## config.mk

```make
export PLATFORM = sky130hd
export DESIGN_NAME = phase_request_scheduler_flat
export DESIGN_NICKNAME = d
export VERILOG_FILES = /design/src/rtl/phase_request_scheduler_pkg.sv /design/src/rtl/phase_request_scheduler_if.sv /design/src/rtl/phase_request_scheduler_picker.sv /design/src/rtl/phase_request_scheduler.sv /design/src/flat_wrapper.sv
export SDC_FILE = /design/constraint.sdc
export NUM_CORES = 1
export LEC_CHECK = 0
export ABC_CLOCK_PERIOD_IN_PS = 1770
export CELL_PAD_IN_SITES_DETAIL_PLACEMENT = 0
export CELL_PAD_IN_SITES_GLOBAL_PLACEMENT = 1
export CORE_ASPECT_RATIO = 0.5
export CORE_UTILIZATION = 37
export CTS_CLUSTER_DIAMETER = 80
export CTS_CLUSTER_SIZE = 20
export DETAILED_ROUTE_END_ITERATION = 10
export GPL_TIMING_DRIVEN = 0
export PLACE_DENSITY = 0.83
export SLEW_MARGIN = 15
export SYNTH_ARGS = -nofsm -noshare
export SYNTH_HDL_FRONTEND = slang
export SYNTH_HIERARCHICAL = 1
export SYNTH_SLANG_ARGS = --single-unit
```

## constraint.sdc

```tcl
create_clock -name clk -period 1.77 [get_ports clk]
set_input_delay 0.2655 -clock clk [delete_from_list [all_inputs] [get_ports clk]]
set_output_delay 0.2655 -clock clk [all_outputs]
set_load 0.01 [all_outputs]
```

## src/rtl/phase_request_scheduler_pkg.sv

```systemverilog
// traffic_phase_pkg: shared definitions for the phase request scheduler.
//   phase_e  - phase encodings (0 SS straight, 1 SS turn, 2 CS straight, 3 CS turn)
//   state_e  - scheduler FSM states
//   MAX_PHASE_CYCLES_DEFAULT - default active-phase watchdog limit
//   rr_next  - round-robin index helper
package traffic_phase_pkg;

  typedef enum logic [1:0] {
    PH_SS_STRAIGHT = 2'd0,
    PH_SS_TURN     = 2'd1,
    PH_CS_STRAIGHT = 2'd2,
    PH_CS_TURN     = 2'd3
  } phase_e;

  typedef enum logic [1:0] {
    ST_IDLE    = 2'd0,
    ST_ACTIVE  = 2'd1,
    ST_RELEASE = 2'd2
  } state_e;

  localparam int unsigned MAX_PHASE_CYCLES_DEFAULT = 1000;

  // Phase index 'off' steps after 'base', wrapping modulo 4.
  function automatic logic [1:0] rr_next(input logic [1:0] base, input int unsigned off);
    return base + off[1:0];
  endfunction

endpackage

```

## src/rtl/phase_request_scheduler_if.sv

```systemverilog
// phase_request_scheduler_if: request/grant bundle between the intersection
// sensors, the light sequencer and the phase request scheduler.
//   slave  modport - scheduler side (sensors, buttons, phase_done in; grant out)
//   master modport - environment side (drives sensors, observes grant)
interface phase_request_scheduler_if;

  logic       straight_street_straight_lane_car_sensor;
  logic       straight_street_turn_lane_car_sensor;
  logic       cross_street_straight_lane_car_sensor;
  logic       cross_street_turn_lane_car_sensor;
  logic       straight_street_pedestrian_button;
  logic       cross_street_pedestrian_button;
  logic       phase_done;
  logic       phase_valid;
  logic [1:0] phase_select;
  logic       walk_enable;
  logic [3:0] pending_requests;
  logic       phase_timeout;

  modport slave (
    input  straight_street_straight_lane_car_sensor,
    input  straight_street_turn_lane_car_sensor,
    input  cross_street_straight_lane_car_sensor,
    input  cross_street_turn_lane_car_sensor,
    input  straight_street_pedestrian_button,
    input  cross_street_pedestrian_button,
    input  phase_done,
    output phase_valid,
    output phase_select,
    output walk_enable,
    output pending_requests,
    output phase_timeout
  );

  modport master (
    output straight_street_straight_lane_car_sensor,
    output straight_street_turn_lane_car_sensor,
    output cross_street_straight_lane_car_sensor,
    output cross_street_turn_lane_car_sensor,
    output straight_street_pedestrian_button,
    output cross_street_pedestrian_button,
    output phase_done,
    input  phase_valid,
    input  phase_select,
    input  walk_enable,
    input  pending_requests,
    input  phase_timeout
  );

endinterface

```

## src/rtl/phase_request_scheduler_picker.sv

```systemverilog
// round_robin_picker_4: combinational 4-way round-robin selector.
//   request    [3:0] in  - per-phase request vector
//   last_phase [1:0] in  - most recently granted phase
//   pick       [1:0] out - first requesting phase after last_phase (wrapping)
//   found            out - at least one request is present
module round_robin_picker_4
  import traffic_phase_pkg::*;
(
  input  logic [3:0] request,
  input  logic [1:0] last_phase,
  output logic [1:0] pick,
  output logic       found
);

  logic [1:0] cand;

  always_comb begin
    pick  = '0;
    found = 1'b0;
    cand  = '0;
    for (int unsigned off = 1; off <= 4; off++) begin
      cand = rr_next(last_phase, off);
      if (!found && request[cand]) begin
        pick  = cand;
        found = 1'b1;
      end
    end
  end

endmodule

```

## src/rtl/phase_request_scheduler.sv

```systemverilog
// phase_request_scheduler: latches car/pedestrian requests for four signal
// phases and grants them one at a time in round-robin order to the light
// sequencer, with a watchdog that forces release of a stuck phase.
//   clk      in - system clock, rising edge
//   reset_n  in - asynchronous active-low reset
//   bus      slave modport of phase_request_scheduler_if:
//            sensors/buttons/phase_done in; phase_valid, phase_select,
//            walk_enable, pending_requests, phase_timeout out
module phase_request_scheduler
  import traffic_phase_pkg::*;
#(
  parameter int unsigned MAX_PHASE_CYCLES = MAX_PHASE_CYCLES_DEFAULT
) (
  input logic                     clk,
  input logic                     reset_n,
  phase_request_scheduler_if.slave bus
);

  localparam int unsigned CNT_W = (MAX_PHASE_CYCLES > 1) ? $clog2(MAX_PHASE_CYCLES) : 1;
  localparam logic [CNT_W-1:0] CNT_LAST = CNT_W'(MAX_PHASE_CYCLES - 1);

  state_e           state_q;
  phase_e           last_q;
  phase_e           sel_q;
  logic             valid_q;
  logic             walk_en_q;
  logic             timeout_q;
  logic [CNT_W-1:0] cnt_q;
  logic [3:0]       car_q, car_d;
  logic [1:0]       walk_q, walk_d;   // [0] straight street, [1] cross street

  logic [3:0] car_in, car_mask, eff_req;
  logic [1:0] walk_in, walk_mask;
  logic [1:0] pick;
  logic       found;
  logic       grant;
  logic       pick_walk;

  assign car_in  = {bus.cross_street_turn_lane_car_sensor,
                    bus.cross_street_straight_lane_car_sensor,
                    bus.straight_street_turn_lane_car_sensor,
                    bus.straight_street_straight_lane_car_sensor};
  assign walk_in = {bus.cross_street_pedestrian_button,
                    bus.straight_street_pedestrian_button};

  // Pedestrian requests ride on the straight-lane phase of their street.
  assign eff_req = {car_q[3], car_q[2] | walk_q[1], car_q[1], car_q[0] | walk_q[0]};

  round_robin_picker_4 u_picker (
    .request    (eff_req),
    .last_phase (last_q),
    .pick       (pick),
    .found      (found)
  );

  assign grant = (state_q == ST_IDLE) && found;

  // Grant decisions use only already-latched requests; a request sampled on
  // the grant edge for the granted phase is absorbed by that grant.
  always_comb begin
    car_mask  = '1;
    walk_mask = '1;
    if (state_q == ST_ACTIVE) begin
      car_mask[sel_q] = 1'b0;
      if (sel_q == PH_SS_STRAIGHT) walk_mask[0] = 1'b0;
      if (sel_q == PH_CS_STRAIGHT) walk_mask[1] = 1'b0;
    end
    car_d     = car_q | (car_in & car_mask);
    walk_d    = walk_q | (walk_in & walk_mask);
    pick_walk = 1'b0;
    if (grant) begin
      car_d[pick] = 1'b0;
      if (pick == 2'd0) begin
        pick_walk = walk_q[0];
        walk_d[0] = 1'b0;
      end
      if (pick == 2'd2) begin
        pick_walk = walk_q[1];
        walk_d[1] = 1'b0;
      end
    end
  end

  always_ff @(posedge clk or negedge reset_n) begin
    if (!reset_n) begin
      state_q   <= ST_IDLE;
      last_q    <= PH_CS_TURN;
      sel_q     <= PH_SS_STRAIGHT;
      valid_q   <= 1'b0;
      walk_en_q <= 1'b0;
      timeout_q <= 1'b0;
      cnt_q     <= '0;
      car_q     <= '0;
      walk_q    <= '0;
    end else begin
      car_q  <= car_d;
      walk_q <= walk_d;
      case (state_q)
        ST_IDLE: begin
          if (grant) begin
            state_q   <= ST_ACTIVE;
            valid_q   <= 1'b1;
            sel_q     <= phase_e'(pick);
            last_q    <= phase_e'(pick);
            walk_en_q <= pick_walk;
            cnt_q     <= '0;
          end
        end
        ST_ACTIVE: begin
          if (bus.phase_done) begin
            state_q   <= ST_RELEASE;
            valid_q   <= 1'b0;
            walk_en_q <= 1'b0;
          end else if (cnt_q == CNT_LAST) begin
            state_q   <= ST_RELEASE;
            valid_q   <= 1'b0;
            walk_en_q <= 1'b0;
            timeout_q <= 1'b1;
          end else begin
            cnt_q <= cnt_q + 1'b1;
          end
        end
        ST_RELEASE: state_q <= ST_IDLE;
        default:    state_q <= ST_IDLE;
      endcase
    end
  end

  assign bus.phase_valid      = valid_q;
  assign bus.phase_select     = sel_q;
  assign bus.walk_enable      = walk_en_q;
  assign bus.pending_requests = eff_req;
  assign bus.phase_timeout    = timeout_q;

endmodule

```

## src/flat_wrapper.sv

```systemverilog
// flat-port wrapper written by rule: the top's interface ports become plain ports
module phase_request_scheduler_flat import traffic_phase_pkg::*;
#(
  parameter int unsigned MAX_PHASE_CYCLES = MAX_PHASE_CYCLES_DEFAULT
)
  (clk, reset_n, bus_straight_street_straight_lane_car_sensor, bus_straight_street_turn_lane_car_sensor, bus_cross_street_straight_lane_car_sensor, bus_cross_street_turn_lane_car_sensor, bus_straight_street_pedestrian_button, bus_cross_street_pedestrian_button, bus_phase_done, bus_phase_valid, bus_phase_select, bus_walk_enable, bus_pending_requests, bus_phase_timeout);
  phase_request_scheduler_if bus_i ();
  input logic clk;
  input logic reset_n;
  input wire logic [$bits(bus_i.straight_street_straight_lane_car_sensor)-1:0] bus_straight_street_straight_lane_car_sensor;
  input wire logic [$bits(bus_i.straight_street_turn_lane_car_sensor)-1:0] bus_straight_street_turn_lane_car_sensor;
  input wire logic [$bits(bus_i.cross_street_straight_lane_car_sensor)-1:0] bus_cross_street_straight_lane_car_sensor;
  input wire logic [$bits(bus_i.cross_street_turn_lane_car_sensor)-1:0] bus_cross_street_turn_lane_car_sensor;
  input wire logic [$bits(bus_i.straight_street_pedestrian_button)-1:0] bus_straight_street_pedestrian_button;
  input wire logic [$bits(bus_i.cross_street_pedestrian_button)-1:0] bus_cross_street_pedestrian_button;
  input wire logic [$bits(bus_i.phase_done)-1:0] bus_phase_done;
  output wire logic [$bits(bus_i.phase_valid)-1:0] bus_phase_valid;
  output wire logic [$bits(bus_i.phase_select)-1:0] bus_phase_select;
  output wire logic [$bits(bus_i.walk_enable)-1:0] bus_walk_enable;
  output wire logic [$bits(bus_i.pending_requests)-1:0] bus_pending_requests;
  output wire logic [$bits(bus_i.phase_timeout)-1:0] bus_phase_timeout;
  assign bus_i.straight_street_straight_lane_car_sensor = bus_straight_street_straight_lane_car_sensor;
  assign bus_i.straight_street_turn_lane_car_sensor = bus_straight_street_turn_lane_car_sensor;
  assign bus_i.cross_street_straight_lane_car_sensor = bus_cross_street_straight_lane_car_sensor;
  assign bus_i.cross_street_turn_lane_car_sensor = bus_cross_street_turn_lane_car_sensor;
  assign bus_i.straight_street_pedestrian_button = bus_straight_street_pedestrian_button;
  assign bus_i.cross_street_pedestrian_button = bus_cross_street_pedestrian_button;
  assign bus_i.phase_done = bus_phase_done;
  assign bus_phase_valid = bus_i.phase_valid;
  assign bus_phase_select = bus_i.phase_select;
  assign bus_walk_enable = bus_i.walk_enable;
  assign bus_pending_requests = bus_i.pending_requests;
  assign bus_phase_timeout = bus_i.phase_timeout;
  phase_request_scheduler #(.MAX_PHASE_CYCLES(MAX_PHASE_CYCLES)) u_core (.clk(clk), .reset_n(reset_n), .bus(bus_i));
endmodule
```

* Word level (Yosys, flattened, before mapping) *
Cells that the tools add are included.

operators by class
  $add $sub $neg = 4
  multipliers = 0
  div/mod/pow operators = 0
  $lt $le $gt $ge = 8
  equal/unequal tests = 8
  shift-type cells = 0
  mux-type cells = 44
  bitwise gates (word level) = 10
  reduce and logical (&&, ||, !) cells = 18

operators by type and width
  kind                     count
  $mux W10                 3
  $mux W1                  20
  $pmux W10 S2             1
  $lt A2 B3 Y1 const B     6
  $mux W2                  9
  $add A10 B1 Y10 const B  1
  $eq A10 B10 Y1 const B   1
  $and A4 B4 Y4            2
  $bmux W1 S2              4
  $mux W4                  2
  $not A4 Y4               2
  $logic_and A1 B1 Y1      6
  $logic_not A2 Y1         3
  $reduce_and A3 Y1        2
  $add A2 B2 Y2 const B    2
  $demux W1 S2             2
  $eq A2 B2 Y1 const B     2
  $ge A2 B1 Y1 const B     2
  $ne A2 B2 Y1 const B     2
  $or A4 B4 Y4             1
  $pmux W1 S2              2
  $pmux W2 S2              1
  $reduce_and A2 Y1        2
  $reduce_and A4 Y1        1
  other kinds (10)         13

storage, ports and cells
  bits in registers = 25
  bits in latches = 0
  memory bits (writable) = 0
  bits in read-only memories = 0
  bits of input ports = 9
  output and inout bits = 9
  memories = 0

* Depth between registers and ports, before layout *
Gate-level depths: netlist of the first run.

  depth after elaboration = 20
  gate-level depth with buffers = 7
  depth with buffers taken out = 7

* Cells and area by module *
The synthesis of the first run kept the hierarchy.

modules (own cells, without submodules)
  module                   instances  cells each  area each (µm²)  seq. area each (µm²)
  phase_request_scheduler  1          121         1243.7           628.1
  round_robin_picker_4     1          14          91.3             0.0

* Worst setup path before layout of the first run *
Ideal clock, no wire load.

  kind = reg2reg
  from = register u_core.walk_q[0]
  to = register u_core.walk_en_q (netlist: u_core/bus.walk_enable)
  setup time = 121 ps
  data arrival time = 1813 ps
  path slack = -164 ps
  stages on the path, launching flop included = 7
  path buffers = 0
  path through = dfrtp_1 -> or2_2 -> a21oi_1 -> a31oi_1 -> a21oi_1 -> mux2_2 -> a22o_1

on the way
  longest elaborated chain between the ends = 18
  elaborated cells on any way between the ends = 32
  those cells by class = 2 x eq/ne; 20 x mux; 1 x bitwise; 9 x reduce/logical

RTL lines
  what                               line                                  source
  start: declaration                 phase_request_scheduler.sv:30         logic [1:0] walk_q, walk_d;
  start signal: assignment           phase_request_scheduler.sv:97         walk_q <= walk_d;
  $or A1 B1 Y1 *                     phase_request_scheduler.sv:47         assign eff_req = {car_q[3], car_q[2] | walk_q[1], car_q[1], car_q[0] | walk_q[0]};
  named net bus_pending_requests[0]  flat_wrapper.sv:20                    output wire logic [$bits(bus_i.pending_requests)-1:0] bus_pending_requests;
  $bmux W1 S2                        phase_request_scheduler_picker.sv:23  if (!found && request[cand]) begin
  $mux W1 (implied by the code)      phase_request_scheduler_picker.sv:23
  $mux W1                            phase_request_scheduler_picker.sv:23
  $logic_not A1 Y1                   phase_request_scheduler_picker.sv:23
  $logic_and A1 B1 Y1                phase_request_scheduler_picker.sv:23
  $mux W1                            phase_request_scheduler_picker.sv:23
  (+4 left out)                      -
  $logic_and A1 B1 Y1                phase_request_scheduler_picker.sv:23
  $mux W2 *                          phase_request_scheduler_picker.sv:23
  named net u_core.pick[1]           phase_request_scheduler.sv:34         logic [1:0] pick;
  $logic_not A2 Y1                   phase_request_scheduler.sv:73         if (pick == 2'd0) begin
  $mux W1                            phase_request_scheduler.sv:73
  $mux W1 *                          phase_request_scheduler.sv:77         if (pick == 2'd2) begin
  $mux W1 *                          phase_request_scheduler.sv:100        if (grant) begin
  $pmux W1 S2 *                      phase_request_scheduler.sv:98         case (state_q)
  end signal: assignment             phase_request_scheduler.sv:105        walk_en_q <= pick_walk;
  end: declaration                   phase_request_scheduler.sv:26         logic walk_en_q;

The timed path passes the listed nets; every way through them passes the cells marked *. The select of a mux whose other input is x is not followed.
A chain may end at the register's enable or synchronous reset.

* Worst setup path in the final report of the first run *
  from = register u_core.walk_q[0]
  to = register u_core.walk_en_q (netlist: u_core/bus.walk_enable)

on the way
  longest elaborated chain between the ends = 18
  elaborated cells on any way between the ends = 32
  those cells by class = 2 x eq/ne; 20 x mux; 1 x bitwise; 9 x reduce/logical

RTL lines
  what                           line
  $or A1 B1 Y1 *                 phase_request_scheduler.sv:47
  $bmux W1 S2                    phase_request_scheduler_picker.sv:23
  $mux W1 (implied by the code)  phase_request_scheduler_picker.sv:23
  $mux W1                        phase_request_scheduler_picker.sv:23
  $logic_not A1 Y1               phase_request_scheduler_picker.sv:23
  $logic_and A1 B1 Y1            phase_request_scheduler_picker.sv:23
  $mux W1                        phase_request_scheduler_picker.sv:23
  $logic_not A1 Y1               phase_request_scheduler_picker.sv:23
  (+3 left out)                  -
  $logic_and A1 B1 Y1            phase_request_scheduler_picker.sv:23
  $mux W2 *                      phase_request_scheduler_picker.sv:23
  named net u_core.pick[1]       phase_request_scheduler.sv:34
  $logic_not A2 Y1               phase_request_scheduler.sv:73
  $mux W1                        phase_request_scheduler.sv:73
  $mux W1 *                      phase_request_scheduler.sv:77
  $mux W1 *                      phase_request_scheduler.sv:100
  $pmux W1 S2 *                  phase_request_scheduler.sv:98

Marks and branches as above.

==> results of run 1 <==
cell families after synthesis:
logic type / Yosys count
xor+xnor: 1
buf+inv: 5
flops: 25
compound gates: 37
fa+ha+maj: 1
mux: 2
simple gates: 64
layout by cell type, fill, tap and decap left out, types with 2 or more instances in the layout:
master / instances
sky130_fd_sc_hd__dfrtp_1: 23
sky130_fd_sc_hd__nand2_1: 17
sky130_fd_sc_hd__clkdlybuf4s50_1: 15
sky130_fd_sc_hd__nor2_1: 12
sky130_fd_sc_hd__buf_4: 10
sky130_fd_sc_hd__a21oi_1: 9
sky130_fd_sc_hd__nand3_1: 6
sky130_fd_sc_hd__o21ai_0: 6
sky130_fd_sc_hd__nor3_1: 5
sky130_fd_sc_hd__nand2b_1: 4
sky130_fd_sc_hd__a31oi_1: 4
sky130_fd_sc_hd__clkbuf_8: 3
sky130_fd_sc_hd__nand3b_1: 3
sky130_fd_sc_hd__a21oi_2: 3
sky130_fd_sc_hd__or3_1: 2
sky130_fd_sc_hd__nor3b_4: 2
sky130_fd_sc_hd__a21o_1: 2
sky130_fd_sc_hd__inv_1: 2
sky130_fd_sc_hd__o22ai_1: 2
sky130_fd_sc_hd__a22o_2: 2
sky130_fd_sc_hd__nand2_2: 2
sky130_fd_sc_hd__dfstp_2: 2
synthesized netlist by cell type (2+ instances only):
| cell | instances | area share (%) |
|---|---|---|
| sky130_fd_sc_hd__dfrtp_1 | 23 | 43 |
| sky130_fd_sc_hd__nand2_1 | 18 | 5.1 |
| sky130_fd_sc_hd__nor2_1 | 12 | 3.4 |
| sky130_fd_sc_hd__a21oi_1 | 11 | 4.1 |
| sky130_fd_sc_hd__nand3_1 | 6 | 2.2 |
| sky130_fd_sc_hd__o21ai_0 | 6 | 2.2 |
| sky130_fd_sc_hd__nor3_1 | 5 | 1.9 |
| sky130_fd_sc_hd__a31oi_1 | 4 | 1.9 |
| sky130_fd_sc_hd__nand2b_1 | 4 | 1.9 |
| sky130_fd_sc_hd__nand3b_1 | 3 | 1.7 |
| sky130_fd_sc_hd__a21o_1 | 2 | 1.1 |
| sky130_fd_sc_hd__a22o_2 | 2 | 1.5 |
| sky130_fd_sc_hd__buf_4 | 2 | 1.1 |
| sky130_fd_sc_hd__dfstp_2 | 2 | 3.9 |
| sky130_fd_sc_hd__inv_1 | 2 | 0.56 |
| sky130_fd_sc_hd__nand2_2 | 2 | 0.94 |
| sky130_fd_sc_hd__o22ai_1 | 2 | 0.94 |
| sky130_fd_sc_hd__or2_2 | 2 | 0.94 |
| sky130_fd_sc_hd__or3_1 | 2 | 0.94 |
report_power, final:
group	total (W)	internal, W	switching, W
combinational	0.00125	0.000599	0.000649
clock	0.000354	0.000160	0.000194
sequential	0.000941	0.000744	0.000197
total	0.00254	0.00150	0.00104
cell type report:
type                       count  area, um^2  area share, %
buffer                         3       26.28          1.524
clock buffer                   3       41.29          2.395
clock inverter                 1       7.507         0.4354
inverter                       2       7.507         0.4354
multi-input combinational    106       725.7          42.09
sequential                    25       628.1          36.43
tap                           48       60.06          3.483
timing repair buffer          25       227.7          13.21
per-layer routing:
metal  global-route usage, %  routed length (um)
met1                   23.66                1499
met3                   4.664                 121
met4                   4.667                  17
met5                       0                   0
met2                   28.98                1463
timing repair:
action | 4_1_cts | 5_1_grt
pin swaps | 2 | 2
gates cloned | 0 | 1
gates resized for setup | 2 | 6
setup buffers | 6 | 2
endpoints found under the setup margin | 7 | 8
sequential cells by signal, summed over array words and instances, names as in the netlist:
| register | cells |
|---|---|
| u_core/bus.phase_select | 2 |
| u_core/cnt_q | 10 |
| u_core/bus.phase_valid | 1 |
| u_core/bus.walk_enable | 1 |
| u_core/last_q | 2 |
| u_core/state_q | 2 |
| u_core/bus.phase_timeout | 1 |
| u_core/car_q | 4 |
| u_core/walk_q | 2 |
worst min-delay path by stage:
stage	startpoint	endpoint	slack, ns	cells after the start
floorplan	reset_n	u_core/bus.phase_select[0]	-0.03	0
global placement	u_core/bus.phase_timeout	u_core/bus.phase_timeout	0.44	1
detailed placement	u_core/bus.phase_timeout	u_core/bus.phase_timeout	0.46	1
CTS	u_core/bus.phase_timeout	u_core/bus.phase_timeout	0.48	1
global route	reset_n	u_core/car_q[2]	0.02	1
finish	reset_n	u_core/bus.walk_enable	-0.03	1
worst reg2reg max path: cells and delay by family, from the launching register on:
kind            cells  cell delay (ns)
flops               1             0.39
simple gates        1             0.28
compound gates      4             0.64
mux                 1             0.32
through the flow:
stage	area, um^2	power [W]	hold slack, ns
floorplan	1341	0.001613	-0.03009
global placement	1572	0.001959	0.4396
detailed placement	1572	0.001992	0.4576
CTS	1674	0.002462	0.4784
global route	1724	0.002719	0.02191
finish	1724	0.002543	-0.03351
==> summary.md, run 1 <==
| Metric | Value |
|---|---|
| Result of the run | finished, violations left |
| Violations in the final reports | negative hold slack |
| Initial antenna violation count | 0 |
| Effective utilization at floorplan | 41.65% |
| Cell Rows | 14 |
| Fraction of synthesized area in multiplexers | 1.593% |
| CTS root buffer | sky130_fd_sc_hd__clkbuf_8 |
| Avg WL per Cell | 14.56 um |
| Worst min path class | primary input to asynchronous set/reset pin |
| Part of the Yosys area used for sequential elements | 47.05% |
| Horiz. Die Dim | 86.95 um |
| Total count of max-transition violations in the final report | 0 |
| Number of instances in the synthesized netlist | 135 |
| Pin count of the biggest net entering global routing | 26 |
| Share of final-layout standard cells stronger than drive strength 1 | 24.85% |
| Post-synth top flop | sky130_fd_sc_hd__dfrtp_1 |
| Area of the mapped netlist | 1335 um^2 |
| Max-cap check violation count | 0 |
| Count of vias placed by the detailed router | 1137 |
| Worst path top cell family by delay | compound AO/OA/AOI/OAI gates |
| Area growth from synthesis to layout | 29.15% |
| Clk buf depth | 2 |
| Via count of the first global-routing pass | 1058 |
| Hold WS | -0.03351 ns |
| Relative slew margins | 58.90% |
| First-pass GRT wire length | 5037 um |
| Share of the synthesized netlist area taken by xor and xnor gates | 0.6560% |
| Top fanout value on the critical path | 4 |
| Unique masters post-synth | 44 |
| Number of filler cells placed in the layout | 305 |
| Area of the placeable core | 3206 um^2 |
| Final period utilization | 98.27% |
| Overall overflow remaining after global route | 0 |
| Final Hold Violating Endpoints | 23 |
| Post-synthesis adder-cell area fraction | 0.9372% |
| Slowest cell on the critical path | sky130_fd_sc_hd__dfrtp_1 |
| Worst supply voltage drop on vdd | 461.6 uV |
| H-tree depth | 1 |
| Dominant combinational cell family by area after synthesis | simple AND/OR/NAND/NOR gates |
| Final setup margin | 0.03060 ns |
| End of the worst register-to-register path | u_core/bus.walk_enable |
| Number of remaining DRC errors | 0 |
| Signal arrival time at the worst endpoint | 1.91 ns |
| TritonCTS buffer count | 3 |
| Net count of the mapped netlist | 145 |
| Post-synthesis share of cell area spent on and, or, nand and nor gates | 26.05% |
| Sum of buffers and inverters on the critical path | 0 |
| Type of the worst setup path | register to register |
| Final estimated routing congestion in global placement | 0.8179 |
| Number of stages on the worst setup path | 6 |
| Cell Count, Final, Fillers Out | 213 |
| Maximum clock frequency | 0.5749 GHz |
| DP Cell Count | 200 |
| Number of sinks on the clock net | 25 |
| CTS tree | done |
| Count of pins on the block boundary | 18 |
| Crit Reg-Reg Startpoint | u_core/walk_q[0] |
| Hold Buf Count CTS | 0 |
| Final critical-path required period | 1.739 ns |
| Post-Route Skew | 0.005763 ns |
| Net count, final | 176 |
| Worst setup slack after placement | -0.2081 ns |
| Die area | 3867 um^2 |
| Insertion delay of the later-clocked pin in the worst-skew pair | 0.28 ns |
| Antenna diode count | 0 |
| CP endpoint | u_core/bus.walk_enable |
| Share of the synthesized area in compound gates (AO/OA/AOI/OAI) | 21.18% |
| Average vias per placed instance | 5.338 |
| CP most frequent cell | sky130_fd_sc_hd__a21oi_2 |
| Worst Setup End Kind | register |
| Violation count after the first detailed-route iteration | 48 |
| Final setup violation count | 0 |
| IO Port Bufs | 17 |
| Cell-by-cell trace of the critical path | or2_4, a21oi_2, a31oi_1, a21oi_2, mux2_4, a22o_1 |
| Average footprint of a synthesized cell | 9.889 um^2 |
| Antenna Violating Nets Remaining | 0 |
| Post-synthesis register bit count | 25 |
| Share of flip-flops with an asynchronous set or reset after synthesis | 100.0% |
| Pleak | 0.7249 nW |
| Total wire length after detailed routing | 3102 um |
| R2r setup slk | 0.03 ns |
| Number of enable-type register cells in the synthesized netlist | 0 |
| Aggregate global-route resource usage | 17.71% |
| Sum of negative setup slack | 0 ns |
| Core utilization of the finished layout | 53.79% |
| Actual slew at the worst max-slew pin | 0.6152 ns |
| Dpl hpwl | 2033 um |
| Total power per unit cell area | 1475 nW/um^2 |
| Worst R2R Path Depth | 6 |
| Data required time at the worst endpoint | 1.94 ns |
| Startpoint type of the worst setup path | register |
| Number of optimization iterations in the first detailed-route pass | 4 |
| Warnings, synthesis | 6 |
| Worst-path clk slew | 0.09 ns |
| Worst Setup SP | u_core/walk_q[0] |
| Delay of the slowest cell on the worst path | 0.39 ns |
| Die Y-Extent | 44.48 um |
Note: power is estimated with default switching activity, not from simulation.
==> run 2: changes to the inputs <==
Settings changed: ABC_AREA from default to 1, CORE_UTILIZATION 37 to 36, PLACE_DENSITY 0.83 to 0.84, SLEW_MARGIN 15 to 40.
==> run 2 against run 1 <==
The flow finishes with violations (negative setup slack). Critical path depth up 5. Sequential power down 5.1%. Count of clock-buffer cells in the layout unchanged. Flip-flop and latch count unchanged. First-iteration DRC count down 8.3%. Clock skew down 0.0030 ns. Utilization down 0.78 points. Cell area up 24%. Register-to-register slack worse by 0.12 ns. Synthesized area up 18%.
==> summary.md, run 2 <==
| Metric | Value |
|---|---|
| Result of the run | finished, violations left (unchanged) |
| Violations in the final reports | negative setup slack (was negative hold slack) |
| Final estimated routing congestion in global placement | 0.8007 (was 0.8179) |
| Clk buf depth | 2 (unchanged) |
| Warnings, synthesis | 6 (unchanged) |
| Largest regs | u_core/cnt_q (10), u_core/car_q (4) (unchanged) |
| Actual slew at the worst max-slew pin | 0.5741 ns (was 0.6152 ns) |
| Number of remaining DRC errors | 0 (unchanged) |
| Number of sinks on the clock net | 25 (unchanged) |
| Leading cell types by total area after synthesis | sky130_fd_sc_hd__dfrtp_1, sky130_fd_sc_hd__nand2_1, sky130_fd_sc_hd__nand3_1 (was sky130_fd_sc_hd__dfrtp_1, sky130_fd_sc_hd__nand2_1, sky130_fd_sc_hd__a21oi_1) |
| Max reg flops | 10 (unchanged) |
| Share of final-layout standard cells stronger than drive strength 1 | 33.73% (was 24.85%) |
| CTS root buffer | sky130_fd_sc_hd__clkbuf_8 (unchanged) |
| Count of pins on the block boundary | 18 (unchanged) |
| Insertion delay of the later-clocked pin in the worst-skew pair | 0.28 ns (about the same) |
| Most flops, register | u_core/cnt_q (unchanged) |
| Die area | 4678 um^2 (was 3867 um^2) |
| Final Hold Violating Endpoints | 0 (was 23) |
| Initial antenna violation count | 0 (unchanged) |
| Relative slew margins | 61.73% (was 58.90%) |
| Area leader, netlist | sky130_fd_sc_hd__dfrtp_1 (unchanged) |
| Proportion of netlist area held by the largest area contributor | 36.39% (was 43.11%) |
| Startpoint type of the worst setup path | register (unchanged) |
| Average footprint of a synthesized cell | 7.322 um^2 (was 9.889 um^2) |
| Number of cells on the worst hold path | 2 |
| Destination of the worst hold path | u_core/bus.phase_timeout |
| Hold WS | 0.4768 ns (was -0.03351 ns) |
| Critical hold path startpoint | u_core/bus.phase_timeout |
| Maximum clock frequency | 0.5373 GHz (was 0.5749 GHz) |
| Core utilization of the finished layout | 53.00% (was 53.79%) |
| TritonCTS buffer count | 3 (unchanged) |
| Worst supply voltage drop on vdd | 583.0 uV (was 461.6 uV) |
| Final critical-path required period | 1.861 ns (was 1.739 ns) |
| IO Port Bufs | 17 (unchanged) |
| Total power per unit cell area | 1866 nW/um^2 (was 1475 nW/um^2) |
| Cell Rows | 16 (was 14) |
| Area of the placeable core | 4044 um^2 (was 3206 um^2) |
| Worst Setup End Kind | register (unchanged) |
| R2r setup slk | -0.09 ns (was 0.03 ns) |
| Net count, final | 263 (was 176) |
| Total wire length after detailed routing | 3737 um (was 3102 um) |
| Effective utilization at floorplan | 39.11% (was 41.65%) |
| Final period utilization | 105.1% (was 98.27%) |
| Aggregate global-route resource usage | 17.73% (was 17.71%) |
| Crit Reg-Reg Startpoint | u_core/last_q[0] (was u_core/walk_q[0]) |
| Final setup margin | -0.09099 ns (was 0.03060 ns) |
| Worst min path class | register to register (was primary input to asynchronous set/reset pin) |
| Die Y-Extent | 48.87 um (was 44.48 um) |
| Max-cap check violation count | 0 (unchanged) |
| Cell Count, Final, Fillers Out | 306 (was 213) |
| End of the worst register-to-register path | u_core/bus.phase_select[1] (was u_core/bus.walk_enable) |
| Top fanout value on the critical path | 8 (was 4) |
| Post-synth top flop | sky130_fd_sc_hd__dfrtp_1 (unchanged) |
| Avg WL per Cell | 12.21 um (was 14.56 um) |
| Post-Route Skew | 0.002768 ns (was 0.005763 ns) |
| Number of enable-type register cells in the synthesized netlist | 0 (unchanged) |
| Number of instances in the synthesized netlist | 216 (was 135) |
| Post-synthesis register bit count | 25 (unchanged) |
| Unique masters post-synth | 30 (was 44) |
| Area growth from synthesis to layout | 35.52% (was 29.15%) |
| Via count of the first global-routing pass | 1493 (was 1058) |
| Dpl hpwl | 2530 um (was 2033 um) |
| Signal arrival time at the worst endpoint | 2.02 ns (was 1.91 ns) |
| Unrepaired setup endpoints after global routing | true |
| Number of optimization iterations in the first detailed-route pass | 4 (unchanged) |
| Share of flip-flops with an asynchronous set or reset after synthesis | 100.0% (unchanged) |
| Cell with the most instances after synthesis | sky130_fd_sc_hd__nand2_1 (was sky130_fd_sc_hd__dfrtp_1) |
| H-tree depth | 1 (unchanged) |
| Worst R2R Path Depth | 11 (was 6) |
| Net count of the mapped netlist | 226 (was 145) |
| Count of vias placed by the detailed router | 1488 (was 1137) |
| Final setup violation count | 20 (was 0) |
| Power, Total | 0.003998 W (was 0.002543 W) |
| Data required time at the worst endpoint | 1.93 ns (was 1.94 ns) |
| Top library cells by usage in the layout, fill and taps aside | sky130_fd_sc_hd__nand2_1, sky130_fd_sc_hd__dfrtp_1, sky130_fd_sc_hd__nand2_2 (was sky130_fd_sc_hd__dfrtp_1, sky130_fd_sc_hd__nand2_1, sky130_fd_sc_hd__clkdlybuf4s50_1) |
| CTS tree | done (unchanged) |
| Antenna Violating Nets Remaining | 0 (unchanged) |
| Average vias per placed instance | 4.863 (was 5.338) |
| First-pass GRT wire length | 6506 um (was 5037 um) |
| Worst-path clk slew | 0.09 ns (about the same) |
| Pleak | 1.011 nW (was 0.7249 nW) |
| Worst setup slack after placement | -0.1982 ns (was -0.2081 ns) |
| Most common cell after layout, fill and taps aside | sky130_fd_sc_hd__nand2_1 (was sky130_fd_sc_hd__dfrtp_1) |
| Type of the worst setup path | register to register (unchanged) |
| Antenna diode count | 0 (unchanged) |
| Total count of max-transition violations in the final report | 0 (unchanged) |
| Violation count after the first detailed-route iteration | 44 (was 48) |
| Overall overflow remaining after global route | 0 (unchanged) |
| Part of the Yosys area used for sequential elements | 39.72% (was 47.05%) |
| Cell types with the highest counts after synthesis | sky130_fd_sc_hd__nand2_1, sky130_fd_sc_hd__nand3_1, sky130_fd_sc_hd__dfrtp_1 (was sky130_fd_sc_hd__dfrtp_1, sky130_fd_sc_hd__nand2_1, sky130_fd_sc_hd__nor2_1) |
| Pin count of the biggest net entering global routing | 26 (unchanged) |
| Area of the mapped netlist | 1582 um^2 (was 1335 um^2) |
| DP Cell Count | 287 (was 200) |
| Horiz. Die Dim | 95.74 um (was 86.95 um) |
[run 2: cell count changes after synthesis, moves of 4 or more]
cell / change
sky130_fd_sc_hd__nand2_1: +51
sky130_fd_sc_hd__nand2b_1: -4
sky130_fd_sc_hd__nand2_2: +5
sky130_fd_sc_hd__nor2_1: +7
sky130_fd_sc_hd__nand2_4: +4
sky130_fd_sc_hd__nand4_1: +4
sky130_fd_sc_hd__inv_1: +19
sky130_fd_sc_hd__a31oi_1: -4
sky130_fd_sc_hd__nand3_1: +20
[run 2: metrics by stage]
step                      area (um^2)  setup TNS [ns]
final                            2143          -1.038
after detailed placement         1822          -3.191
after global placement           1827          -2.733
after CTS                        2051         -0.6629
after global routing             2143          -3.356
after floorplan                  1589               0
[run 2: cell type report]
cell class | instances | area [um^2]
Multi-Input combinational cell | 162 | 954.7
Sequential cell | 25 | 628.1
Timing Repair Buffer | 32 | 291.5
Inverter | 24 | 100.1
Buffer | 5 | 52.55
Clock buffer | 3 | 41.29
Tap cell | 54 | 67.56
Clock inverter | 1 | 7.507
Fill cell | 395 | 1901
[run 2: what timing repair did]
| item | in CTS | in global routing |
|---|---|---|
| setup buffers | 9 | 4 |
| endpoints found under the setup margin | 23 | 23 |
| cloned | 1 | 0 |
| resized for setup | 33 | 18 |
| pin swaps | 6 | 9 |
| hold endpoints to repair | 17 | 0 |
| hold buffers | 1 | 0 |
[run 2: kinds of logic after synthesis]
logic type / Yosys count / synth area share (%)
and+or+nand+nor: 142 / 43.83
AOI/OAI and AO/OA: 17 / 5.934
DFF: 25 / 39.72
xor gates and xnor gates: 2 / 1.108
buffers and inverters: 29 / 8.623
adders and majority gates: 1 / 0.7910
[run 2: worst max-delay path by stage]
stage | startpoint | end | slack, ns | cells after the start
floorplan | u_core/car_q[2] | u_core/car_q[1] | 0.06 | 13
global placement | u_core/last_q[0] | u_core/cnt_q[7] | -0.17 | 11
detailed placement | u_core/last_q[0] | u_core/cnt_q[8] | -0.20 | 11
CTS | u_core/last_q[0] | u_core/cnt_q[8] | -0.06 | 10
global route | u_core/last_q[0] | u_core/car_q[0] | -0.19 | 11
finish | u_core/last_q[0] | u_core/bus.phase_select[1] | -0.09 | 11
[run 2: critical path, stage by stage, from the launching register on]
cell and delay, ns:
sky130_fd_sc_hd__dfstp_2 0.61, sky130_fd_sc_hd__inv_4 0.08, sky130_fd_sc_hd__nand2_2 0.07, sky130_fd_sc_hd__nand2_2 0.06
sky130_fd_sc_hd__nand2_2 0.10, sky130_fd_sc_hd__nand2_4 0.07, sky130_fd_sc_hd__nor2_8 0.13, sky130_fd_sc_hd__nand4_1 0.16
sky130_fd_sc_hd__nand2_4 0.19, sky130_fd_sc_hd__inv_2 0.09, sky130_fd_sc_hd__nand2_4 0.08, sky130_fd_sc_hd__o21ai_0 0.09
[run 2: layer usage]
layer / up-vias / global-route usage (%) / part of all wire, %
li1: 758 / - / -
met1: 707 / 20.37 / 42
met2: 19 / 33.57 / 54
met3: 4 / 3.894 / 2.8
met4: 0 / 3.731 / 0.75
met5: - / 0 / 0
[run 2: where the power goes]
group	switching (W)	internal [W]	total, W
Combinational	0.00159	0.00115	0.00274
Sequential	0.000138	0.000754	0.000893
Clock	0.000201	0.000160	0.000361
Total	0.00193	0.00207	0.00400
==> run 3: changes to the inputs <==
Settings changed: GPL_TIMING_DRIVEN 0 to default.
==> run 3 against run 2 <==
Sequential share of layout area shrank 1.8 points. Via count grew 1.1%. Sequential power about the same. Combinational power up 12%. First-iteration DRC count unchanged. The run still ends with negative setup slack left. Critical endpoint is now u_core/cnt_q[2]. Count of clock-buffer cells in the layout grew 1. Highest routed layer unchanged. Global-route usage down 0.20 points.
==> summary.md, run 3 (same netlist as run 2, synthesis figures left out) <==
| Metric | Value |
|---|---|
| Relative slew margins | 77.99% (was 61.73%) |
| Worst setup slack after placement | -0.1700 ns (was -0.1982 ns) |
| Worst R2R Path Depth | 11 (unchanged) |
| Overall overflow remaining after global route | 0 (unchanged) |
| Area growth from synthesis to layout | 44.46% (was 35.52%) |
| Largest regs | u_core/cnt_q (10), u_core/car_q (4) (unchanged) |
| Via count of the first global-routing pass | 1462 (was 1493) |
| Final period utilization | 104.3% (was 105.1%) |
| Violations in the final reports | negative setup slack (unchanged) |
| Share of final-layout standard cells stronger than drive strength 1 | 38.02% (was 33.73%) |
| Count of pins on the block boundary | 18 (unchanged) |
| Unrepaired setup endpoints after global routing | true (unchanged) |
| TritonCTS buffer count | 3 (unchanged) |
| Total wire length after detailed routing | 3777 um (was 3737 um) |
| Final estimated routing congestion in global placement | 0.9317 (was 0.8007) |
| Core utilization of the finished layout | 56.50% (was 53.00%) |
| Final instance area | 2285 um^2 (was 2143 um^2) |
| Violation count after the first detailed-route iteration | 44 (unchanged) |
| Internal Power | 0.002294 W (was 0.002068 W) |
| Initial antenna violation count | 0 (unchanged) |
| Horiz. Die Dim | 95.74 um (unchanged) |
| Power, Total | 0.004314 W (was 0.003998 W) |
| Top fanout value on the critical path | 8 (unchanged) |
| Worst supply voltage drop on vdd | 588.2 uV (was 583.0 uV) |
| Worst-path clk slew | 0.09 ns (about the same) |
| Aggregate global-route resource usage | 17.53% (was 17.73%) |
| Most common cell after layout, fill and taps aside | sky130_fd_sc_hd__nand2_1 (unchanged) |
| Worst Setup End Kind | register (unchanged) |
| Average vias per placed instance | 4.748 (was 4.863) |
| Cell Rows | 16 (unchanged) |
| Max reg flops | 10 (unchanged) |
| Actual slew at the worst max-slew pin | 0.3301 ns (was 0.5741 ns) |
| Die Y-Extent | 48.87 um (unchanged) |
| CTS root buffer | sky130_fd_sc_hd__clkbuf_8 (unchanged) |
| Final Hold Violating Endpoints | 0 (unchanged) |
| Clk buf depth | 2 (unchanged) |
| Clock share of power | 8.0% (was 9.0%) |
| Pleak | 1.085 nW (was 1.011 nW) |
| Count of vias placed by the detailed router | 1505 (was 1488) |
| Sum of negative setup slack | -1.006 ns (was -1.038 ns) |
| Sw power | 0.002020 W (was 0.001931 W) |
| Post-Route Skew | 0.007165 ns (was 0.002768 ns) |
| R2r setup slk | -0.08 ns (was -0.09 ns) |
| Register share of total power | 20.7% (was 22.3%) |
| Final critical-path required period | 1.846 ns (was 1.861 ns) |
| Avg WL per Cell | 11.91 um (was 12.21 um) |
| Dpl hpwl | 2643 um (was 2530 um) |
| Final setup violation count | 20 (unchanged) |
| Total count of max-transition violations in the final report | 0 (unchanged) |
| Insertion delay of the later-clocked pin in the worst-skew pair | 0.27 ns (was 0.28 ns) |
| Top library cells by usage in the layout, fill and taps aside | sky130_fd_sc_hd__nand2_1, sky130_fd_sc_hd__buf_4, sky130_fd_sc_hd__dfrtp_1 (was sky130_fd_sc_hd__nand2_1, sky130_fd_sc_hd__dfrtp_1, sky130_fd_sc_hd__nand2_2) |
| Pin count of the biggest net entering global routing | 26 (unchanged) |
| Combinational group share of total power | 71.3% (was 68.6%) |
| Antenna Violating Nets Remaining | 0 (unchanged) |
| Area of the placeable core | 4044 um^2 (unchanged) |
| Maximum clock frequency | 0.5418 GHz (was 0.5373 GHz) |
| Hold Buf Count CTS | 0 (was 1) |
| Final setup margin | -0.07579 ns (was -0.09099 ns) |
| Antenna diode count | 0 (unchanged) |
| Effective utilization at floorplan | 39.11% (unchanged) |
| Signal arrival time at the worst endpoint | 2.06 ns (was 2.02 ns) |
| Type of the worst setup path | register to register (unchanged) |
| CTS tree | done (unchanged) |
| Total power per unit cell area | 1888 nW/um^2 (was 1866 nW/um^2) |
| IO Port Bufs | 17 (unchanged) |
| Die area | 4678 um^2 (unchanged) |
| Max-cap check violation count | 0 (unchanged) |
| Number of optimization iterations in the first detailed-route pass | 7 (was 4) |
| End of the worst register-to-register path | u_core/cnt_q[2] (was u_core/bus.phase_select[1]) |
| Number of remaining DRC errors | 0 (unchanged) |
| Startpoint type of the worst setup path | register (unchanged) |
| Net count, final | 274 (was 263) |
| Crit Reg-Reg Startpoint | u_core/last_q[0] (unchanged) |
| Worst min path class | primary input to asynchronous set/reset pin (was register to register) |
| Area of placed instances | 1951 um^2 (was 1822 um^2) |
| Result of the run | finished, violations left (unchanged) |
| Number of sinks on the clock net | 25 (unchanged) |
| Data required time at the worst endpoint | 1.98 ns (was 1.93 ns) |
| H-tree depth | 1 (unchanged) |
| First-pass GRT wire length | 6527 um (was 6506 um) |
| Most flops, register | u_core/cnt_q (unchanged) |
| Switching part of the total | 46.82% (was 48.28%) |
[run 3: changes by cell type in the layout (fill, tap and decap cells not counted), moves of 2 or more]
cell                      previous run  this run
sky130_fd_sc_hd__nand2_4             9        14
sky130_fd_sc_hd__a21oi_2             1         3
sky130_fd_sc_hd__a21oi_1             8         6
sky130_fd_sc_hd__nand2_2            22        17
sky130_fd_sc_hd__buf_4              13        26
sky130_fd_sc_hd__nor2_2              2         4
sky130_fd_sc_hd__nor2_1             17        15
[run 3: stage by stage]
step,hold slack (ns),cells
floorplan,-0.03009,216
global placement,0.4469,302
detailed placement,0.4614,302
CTS,0.3598,316
global route,0.3930,317
finish,0.3490,317
[run 3: how the worst max path moves through the flow]
stage	from	end	cells after the start
after floorplan	u_core/car_q[2]	u_core/car_q[1]	13
after global placement	u_core/last_q[0]	u_core/car_q[1]	13
after detailed placement	u_core/last_q[0]	u_core/car_q[1]	13
after CTS	u_core/last_q[0]	u_core/cnt_q[7]	11
after global routing	u_core/last_q[0]	u_core/cnt_q[9]	11
final	u_core/last_q[0]	u_core/cnt_q[2]	11
[run 3: power groups by stage]
stage               Clock, W  Combinational, W  Sequential [W]
finish              0.000346           0.00307        0.000893
detailed placement         0           0.00217        0.000893
global route        0.000382           0.00333        0.000919
global placement           0           0.00217        0.000887
floorplan                  0           0.00135        0.000890
CTS                 0.000360           0.00275        0.000892
[run 3: layer usage]
| metal | global-route usage (%) | up-vias | part of all wire, % |
|---|---|---|---|
| li1 | - | 779 | - |
| met5 | 0 | - | 0 |
| met2 | 31.31 | 18 | 52 |
| met3 | 2.648 | 3 | 1.9 |
| met4 | 3.483 | 0 | 0.34 |
| met1 | 22.54 | 705 | 46 |
[run 3: timing repair]
| action | 4_1_cts | 5_1_grt |
|---|---|---|
| endpoints found under the setup margin | 24 | 23 |
| pin swaps | 23 | 13 |
| buffers inserted | 10 | 1 |
| gates resized for setup | 40 | 22 |
[run 3: layout make-up]
cell class / count / area (um^2)
inverters: 24 / 100.1
fillers: 360 / 1759
well taps: 54 / 67.56
flip-flops and latches: 25 / 628.1
multi-input cells: 162 / 1015
clock buffers: 4 / 45.04
repair buffers: 48 / 429.2
[run 3: critical path, stage by stage (launching register included)]
cell and delay (ns):
sky130_fd_sc_hd__dfstp_2 0.61, sky130_fd_sc_hd__inv_4 0.08, sky130_fd_sc_hd__nand2_2 0.09, sky130_fd_sc_hd__nand2_2 0.07
sky130_fd_sc_hd__nand2_4 0.09, sky130_fd_sc_hd__nand2_8 0.07, sky130_fd_sc_hd__nor2_8 0.11, sky130_fd_sc_hd__nand4_1 0.16
sky130_fd_sc_hd__nand2_4 0.20, sky130_fd_sc_hd__buf_6 0.16, sky130_fd_sc_hd__nand3_1 0.08, sky130_fd_sc_hd__nand2_1 0.07
